$ cat src/rtl/ram_arbiter.sv
// Two-port arbiter for the shared single-port data RAM: CPU priority, locked DMA bursts, read-return routing.
// Build option RAM_ARB_STARVE_EN adds the DMA starvation guard; without it IDLE is fixed CPU priority.
module ram_arbiter #(
  parameter int unsigned ADDR_W       = 16,
  parameter int unsigned DATA_W       = 16,
  parameter int unsigned STARVE_LIMIT = 4,
  parameter int unsigned BURST_MAX    = 8
) (
  input  logic              clk,
  input  logic              rst_n,
  input  logic              cpu_req,
  input  logic              cpu_we,
  input  logic [ADDR_W-1:0] cpu_addr,
  input  logic [DATA_W-1:0] cpu_wdata,
  output logic              cpu_gnt,
  output logic              cpu_rvalid,
  input  logic              dma_req,
  input  logic              dma_we,
  input  logic              dma_lock,
  input  logic [ADDR_W-1:0] dma_addr,
  input  logic [DATA_W-1:0] dma_wdata,
  output logic              dma_gnt,
  output logic              dma_rvalid,
  output logic [ADDR_W-1:0] ram_addr,
  output logic [DATA_W-1:0] ram_din,
  output logic              ram_write,
  input  logic [DATA_W-1:0] ram_dout,
  output logic [DATA_W-1:0] rdata
);

  localparam logic [7:0] BURST_C  = BURST_MAX[7:0];
  localparam logic [3:0] STARVE_C = STARVE_LIMIT[3:0];

  typedef enum logic [1:0] {
    S_IDLE  = 2'd0,
    S_BURST = 2'd1,
    S_YIELD = 2'd2
  } state_t;

  state_t      r_state;
  state_t      w_state_nxt;
  logic [7:0]  r_burst_cnt;
  logic [7:0]  w_burst_cnt_nxt;
  logic [7:0]  w_burst_inc;
  logic        r_cpu_rvalid;
  logic        r_dma_rvalid;
  logic        w_cpu_gnt;
  logic        w_dma_gnt;
  logic        w_dma_prio;
  logic        w_starve_hit;

`ifdef RAM_ARB_STARVE_EN
  logic [3:0] r_starve;

  always_ff @(posedge clk or negedge rst_n) begin
    if (!rst_n) begin
      r_starve <= '0;
    end else if (!dma_req || w_dma_gnt) begin
      r_starve <= '0;
    end else if (r_starve != STARVE_C) begin
      r_starve <= r_starve + 4'd1;
    end
  end

  assign w_starve_hit = (r_starve == STARVE_C);
`else
  assign w_starve_hit = 1'b0 && (STARVE_C != 4'd0);
`endif

  // Priority selection; the losing port only wins when the favoured one is idle.
  always_comb begin
    w_dma_prio = 1'b0;
    unique case (r_state)
      S_IDLE:  w_dma_prio = w_starve_hit;
      S_BURST: w_dma_prio = 1'b1;
      default: w_dma_prio = 1'b0;
    endcase
    if (w_dma_prio) begin
      w_dma_gnt = rst_n & dma_req;
      w_cpu_gnt = rst_n & cpu_req & ~dma_req;
    end else begin
      w_cpu_gnt = rst_n & cpu_req;
      w_dma_gnt = rst_n & dma_req & ~cpu_req;
    end
  end

  always_comb begin
    w_state_nxt     = r_state;
    w_burst_cnt_nxt = r_burst_cnt;
    w_burst_inc     = r_burst_cnt + 8'd1;
    unique case (r_state)
      S_IDLE: begin
        if (w_dma_gnt && dma_lock) begin
          w_state_nxt     = S_BURST;
          w_burst_cnt_nxt = 8'd1;
        end
      end
      S_BURST: begin
        // A lock drop on the final grant ends the burst without a yield slot.
        if (!dma_req || !dma_lock) begin
          w_state_nxt     = S_IDLE;
          w_burst_cnt_nxt = '0;
        end else if (w_burst_inc == BURST_C) begin
          w_state_nxt     = S_YIELD;
          w_burst_cnt_nxt = '0;
        end else begin
          w_burst_cnt_nxt = w_burst_inc;
        end
      end
      default: begin
        w_state_nxt     = S_IDLE;
        w_burst_cnt_nxt = '0;
      end
    endcase
  end

  always_ff @(posedge clk or negedge rst_n) begin
    if (!rst_n) begin
      r_state      <= S_IDLE;
      r_burst_cnt  <= '0;
      r_cpu_rvalid <= 1'b0;
      r_dma_rvalid <= 1'b0;
    end else begin
      r_state      <= w_state_nxt;
      r_burst_cnt  <= w_burst_cnt_nxt;
      r_cpu_rvalid <= w_cpu_gnt & ~cpu_we;
      r_dma_rvalid <= w_dma_gnt & ~dma_we;
    end
  end

  assign cpu_gnt    = w_cpu_gnt;
  assign dma_gnt    = w_dma_gnt;
  assign cpu_rvalid = r_cpu_rvalid;
  assign dma_rvalid = r_dma_rvalid;
  assign ram_addr   = w_dma_gnt ? dma_addr : cpu_addr;
  assign ram_din    = w_dma_gnt ? dma_wdata : cpu_wdata;
  assign ram_write  = (w_cpu_gnt & cpu_we) | (w_dma_gnt & dma_we);
  assign rdata      = ram_dout;

endmodule

$ cat config.mk
export PLATFORM = sky130hd
export DESIGN_NAME = ram_arbiter
export DESIGN_NICKNAME = d
export VERILOG_FILES = /design/src/rtl/ram_arbiter.sv
export SDC_FILE = /design/constraint.sdc
export NUM_CORES = 1
export LEC_CHECK = 0
export BUFFER_PORTS_ARGS = -buffer_cell sky130_fd_sc_hd__buf_2
export CORE_MARGIN = 2
export CORE_UTILIZATION = 25
export DETAILED_ROUTE_END_ITERATION = 8
export PLACE_DENSITY = 0.75
export SYNTH_ARGS = -nofsm -noshare
export SYNTH_HDL_FRONTEND = slang
export SYNTH_SLANG_ARGS = --single-unit
$ cat constraint.sdc
create_clock -name clk -period 2.2 [get_ports clk]
set_clock_uncertainty 0.2 [all_clocks]
set_input_delay 0.33 -clock clk [delete_from_list [all_inputs] [get_ports clk]]
set_output_delay 0.33 -clock clk [all_outputs]
set_load 0.01 [all_outputs]
# [Word-level counts from Yosys, hierarchy flattened]
# Cells that the tools add are included.
[totals] latchBits=0 mem_count=0 ram_bits=0 input_bits=87 word_cells=41 out_inout_bits=53 romBits=0 register_bits=12
[op_classes] n_bitwise=13 mul=0 n_mux=13 order_cmp=0 reduce_logical=6 shifts=0 n_addsub=1 n_div=0 eq_ne=4
[op_table] op="16-bit two-way mux" n=2
[op_table] op="8-bit two-way mux" n=3
[op_table] op="8-bit case mux with 2 select lines" n=1
[op_table] op="8-bit by 1-bit adder with 8-bit output (second input constant)" n=1
[op_table] op="1-bit bitwise AND" n=8
[op_table] op="8-bit by 4-bit equality test with 1-bit output (second input constant)" n=1
[op_table] op="2-bit two-way mux" n=3
[op_table] op="1-bit inverter" n=4
[op_table] op="2-bit case mux with 2 select lines" n=1
[op_table] op="1-bit two-way mux" n=3
[op_table] op="3-bit != test (second input constant)" n=1
[op_table] op="2-bit by 1-bit equality test with 1-bit output (second input constant)" n=1
[op_table] op="1-bit logical NOT" n=2
[op_table] op="2-bit logical NOT" n=1
[op_table] op="2-bit != test (second input constant)" n=1
[op_table] op="2-bit AND reduction" n=1
[op_table] op="1-bit logical AND" n=1
[op_table] op="1-bit logical OR" n=1
[op_table] op="1-bit OR" n=1

# [Depth between registers and ports, before layout]
[depth] word_depth=6 mapped_depth=5 mapped_depth_nobuf=5

# [Worst setup path before layout]
# OpenSTA, ideal clock, no wires.
[synth_path] kind="flip-flop to output port" from="reg r_state[1]" to="out ram_din[0]" stages_incl_launch_ff=5 arrival_ps=1478 setup_slack_ps=192 t_required_ps=1670 cell_sequence="dfrtp_1 -> nand2b_1 -> a21oi_4 -> buf_4 -> mux2_2"
[synth_between] elab_chain_len=4
[synth_lines] element="from (decl)" line="40" text="state_t r_state;"
[synth_lines] element="from (signal assigned)" line="124" text="r_state <= w_state_nxt;"
[synth_lines] element="2-bit by 1-bit equality test with 1-bit output" line="73" text="unique case (r_state)"
[synth_lines] element="1-bit two-way mux" line="73"
[synth_lines] element="1-bit two-way mux" line="78" text="if (w_dma_prio) begin"
[synth_lines] element="16-bit two-way mux" line="136" text="assign ram_din = w_dma_gnt ? dma_wdata : cpu_wdata;"
[synth_lines] element="to (decl)" line="25" text="output logic [DATA_W-1:0] ram_din,"
# Every way passes these cells.

# [Worst setup path after layout]
[layout_path] from="reg r_state[1]" to="out ram_addr[14]"
[layout_between] elab_chain_len=4
[layout_lines] element="2-bit by 1-bit equality test with 1-bit output" line="73"
[layout_lines] element="1-bit two-way mux" line="73"
[layout_lines] element="1-bit two-way mux" line="78"
[layout_lines] element="16-bit two-way mux" line="135" text="assign ram_addr = w_dma_gnt ? dma_addr : cpu_addr;"
[layout_lines] element="to (decl)" line="24" text="output logic [ADDR_W-1:0] ram_addr,"
# Every way passes these cells.

==> results by group <==
Clocking
  • TritonCTS clock tree: built
  • Clock Path Buffers: 2
  • Clock Latency Late Sink: 0.24 ns
  • Clock transition at the registers of the reported paths: 0.06 ns
  • Number of sinks driven by the clock tree: 12
  • Number of levels the H-tree was split into: 1
  • Number of clock buffers inserted by TritonCTS: 3
  • Buffer type at the clock tree root: clkbuf_8

Critical path
  • Required time of the critical path: 1.67 ns
  • CP endpoint kind: primary output
  • Worst path arrival time: 1.72 ns
  • Worst reg2reg path depth: 5
  • Crit-path max cell delay: 0.39 ns
  • Capturing element of the worst setup path: ram_addr[14]
  • Worst reg2reg path endpoint: r_burst_cnt[1]
  • Largest fanout on the critical path: 7
  • Critical path startpoint: r_state[1]
  • Sequence of cells on the critical path: nand2b_4, a21oi_4, buf_12, clkbuf_16, mux2_4, buf_6
  • Worst R2R Start: r_burst_cnt[0]
  • Critical path type: flip-flop to primary output
  • Setup slack, reg-to-reg: 0.30 ns
  • Kind of start point of the critical path: flip-flop
  • Slowest-stage cell, CP: dfrtp_1

Floorplan
  • Total core area: 4410 um^2
  • Vertical extent of the die: 72.3 um
  • Initial cell density of the core: 0.264
  • IO Pins: 140
  • Horizontal die dimension: 72.3 um
  • Area enclosed by the die boundary: 5230 um^2
  • # rows: 24

Finish
  • Storage cell area: 302 um^2
  • Final cell utilization of the core: 0.472
  • Synth-to-Final Area Change: 78.8%
  • Fraction of final layout cells sized beyond drive strength 1: 0.716
  • Number of fillers in the final layout: 399
  • Nets: 311
  • Highest-count cells in the layout ignoring fill and taps: 85 x buf_2, 23 x mux2_4, 23 x buf_6, 11 x dfrtp_1, 10 x nand2_1
  • Most common cell after layout, fill and taps aside: buf_2
  • Non-filler instance count after layout: 274
  • Combined area of the multi-input logic cells: 791 um^2
  • Antenna Diode Count: 0

Synth
  • Post-synthesis share of cell area spent on full adders, half adders and majority gates: 0.0107
  • Share of cell area taken by muxes after synthesis: 0.318
  • Number of nets in the synthesized netlist: 207
  • Combinational family with the most area after synthesis: multiplexers
  • Post-Synthesis Mean Instance Area: 9.80 um^2
  • Share of synthesized cell area in and, or, nand and nor gates: 0.124
  • XOR/XNOR Fraction of Synth Area: 0.0150
  • Synthesized-area fraction occupied by ao, oa, aoi and oai cells: 0.130
  • Sequential-to-total area share from yosys stat: 0.258
  • Post-synthesis cell count: 119
  • Number of distinct library cell variants in the gate-level netlist after synthesis: 35
  • Synthesized flop and latch total: 12
  • Synthesis Warnings: 0
  • Mapped Area: 1170 um^2

Timing
  • Unrepaired setup endpoints after global routing: true
  • Slew Limit Headroom: 0.775
  • Final period util: 1.02
  • Count of final hold-check violations: 0
  • Transition time at the pin with the least slew margin: 0.336 ns
  • Final setup viols: 25
  • Final Critical Period: 2.25 ns
  • Maximum clock rate: 444 MHz
  • Max-slew violation count: 0
  • PnR worst setup slack: -0.0516 ns

Placed design
  • Post-DP HPWL: 2860 um
  • Number of port buffers: 107
  • Final estimated routing congestion in global placement: 0.770
  • Setup WS pre-CTS: 0.139 ns
  • Inst Count DP: 261

Routing
  • Routed WL per cell: 15.3 um
  • Length of the first detailed-routing pass in iterations: 4
  • DR vias: 1314
  • Total wire length: 4200 um
  • DRT iter0 DRCs: 72
  • Number of design rule violations left after detail routing: 0
  • Via density per instance: 4.80
  • Post-detailed-route count of antenna-violating nets: 0

Worst hold path
  • Worst min-delay path class: input port to flip-flop
  • Hold Startpoint: cpu_we

Job
  • Number of violations of the max-capacitance limit: 0

Power
  • IR drop worst, VDD: 0.208 mV
  • Power density cells: 399 nW/um^2
  • Static leakage power: 1.07 nW

Global route
  • Global routing usage summed across all routing layers: 0.155
  • Global route total overflow: 0
  • Initial antenna violation count: 0
  • Pin count of the biggest net entering global routing: 16
  • First-pass GRT wire length: 6340 um
  • Vias in the first global route: 1368

Status
  • Failing checks: setup timing
  • Result of the run: complete, but fails checks
[repair_timing]
action | 4_1_cts | 5_1_grt
pin swaps | 1 | 1
resized for setup | 18 | 32
setup buffers | 4 | 1
cloned | 2 | 2
setup endpoints to repair | 32 | 33
endpoints found under the hold margin | 12 | 0
hold buffers | 1 | 0
[synthesized netlist by cell type]
master | count | area [um^2]
a22o_1 | 1 | 8.76
and3_1 | 1 | 6.26
o32ai_1 | 1 | 8.76
nand4_1 | 1 | 6.26
nor3_1 | 2 | 10.0
o21bai_1 | 1 | 7.51
nand2b_1 | 2 | 12.5
mux2_2 | 32 | 360
o41ai_1 | 1 | 8.76
buf_4 | 17 | 128
nand3_1 | 1 | 5.00
xor2_1 | 2 | 17.5
buf_6 | 1 | 11.3
and2_1 | 2 | 12.5
nor4b_1 | 1 | 8.76
ha_1 | 1 | 12.5
a21oi_4 | 1 | 16.3
nor2b_1 | 2 | 12.5
or4_1 | 1 | 7.51
nand2_1 | 10 | 37.5
a31oi_1 | 1 | 6.26
a21oi_1 | 1 | 5.00
a311oi_1 | 1 | 8.76
inv_1 | 2 | 7.51
mux2i_1 | 1 | 10.0
o211a_1 | 1 | 10.0
nand4b_1 | 1 | 8.76
clkbuf_1 | 2 | 7.51
a21oi_2 | 1 | 8.76
dfrtp_1 | 12 | 300
and4b_1 | 1 | 10.0
nor2_1 | 2 | 7.51
buf_8 | 1 | 15.0
o21ai_0 | 8 | 40.0
o31ai_1 | 3 | 22.5
[per-layer routing]
metal / up-vias / GRT usage / wire length [um]
met5: - / 0 / 0
met4: 0 / 0.0566 / 74
met3: 4 / 0.0417 / 317
met2: 72 / 0.288 / 2340
met1: 616 / 0.165 / 1470
li1: 622 / - / -
[power by group]
| group | switching [mW] | total (mW) | internal, mW |
|---|---|---|---|
| registers | 0.0133 | 0.244 | 0.230 |
| logic | 0.131 | 0.339 | 0.209 |
| clock network | 0.0905 | 0.249 | 0.158 |
[stage by stage]
step	hold WS (ns)	area [um^2]	TNS, ns	power, mW
floorplan	-0.166	1170	0	0.392
global placement	0.153	1650	0	0.489
detailed placement	0.149	1650	0	0.490
CTS	0.0463	1910	-0.369	0.785
global route	0.0531	2080	-1.70	0.869
finish	0.0484	2080	-0.738	0.832
[logic make-up (layout without fill, tap and decap cells)]
group,Yosys count,in the layout
xor+xnor,2,2
buf+inv,23,126
flops,12,12
compound gates,21,21
fa+ha+maj,1,1
mux,33,33
simple gates,27,27
[sequential cells by signal, summed over array words and instances, names as in the netlist]
register,count
r_burst_cnt,8
dma_rvalid,1
r_state,2
cpu_rvalid,1
[critical path, delay by kind of cell (launching register included)]
family	cells	cell delay, ns
compound gates	1	0.19
buf+inv	3	0.44
flops	1	0.39
mux	1	0.30
simple gates	1	0.16
[cell type report]
| type | instances | share of cell area |
|---|---|---|
| Inverter | 2 | 0.00360 |
| Timing Repair Buffer | 120 | 0.415 |
| Sequential cell | 12 | 0.145 |
| Clock buffer | 4 | 0.0264 |
| Multi-Input combinational cell | 84 | 0.379 |
| Tap cell | 52 | 0.0312 |
[worst min-delay path by stage]
stage,end,slack [ns],depth (start not counted)
after floorplan,cpu_rvalid,-0.17,0
after global placement,r_burst_cnt[7],0.15,2
after detailed placement,r_burst_cnt[6],0.15,2
after CTS,dma_rvalid,0.05,2
after global routing,dma_rvalid,0.05,2
final,cpu_rvalid,0.05,2
(Power assumes the default switching activity.)
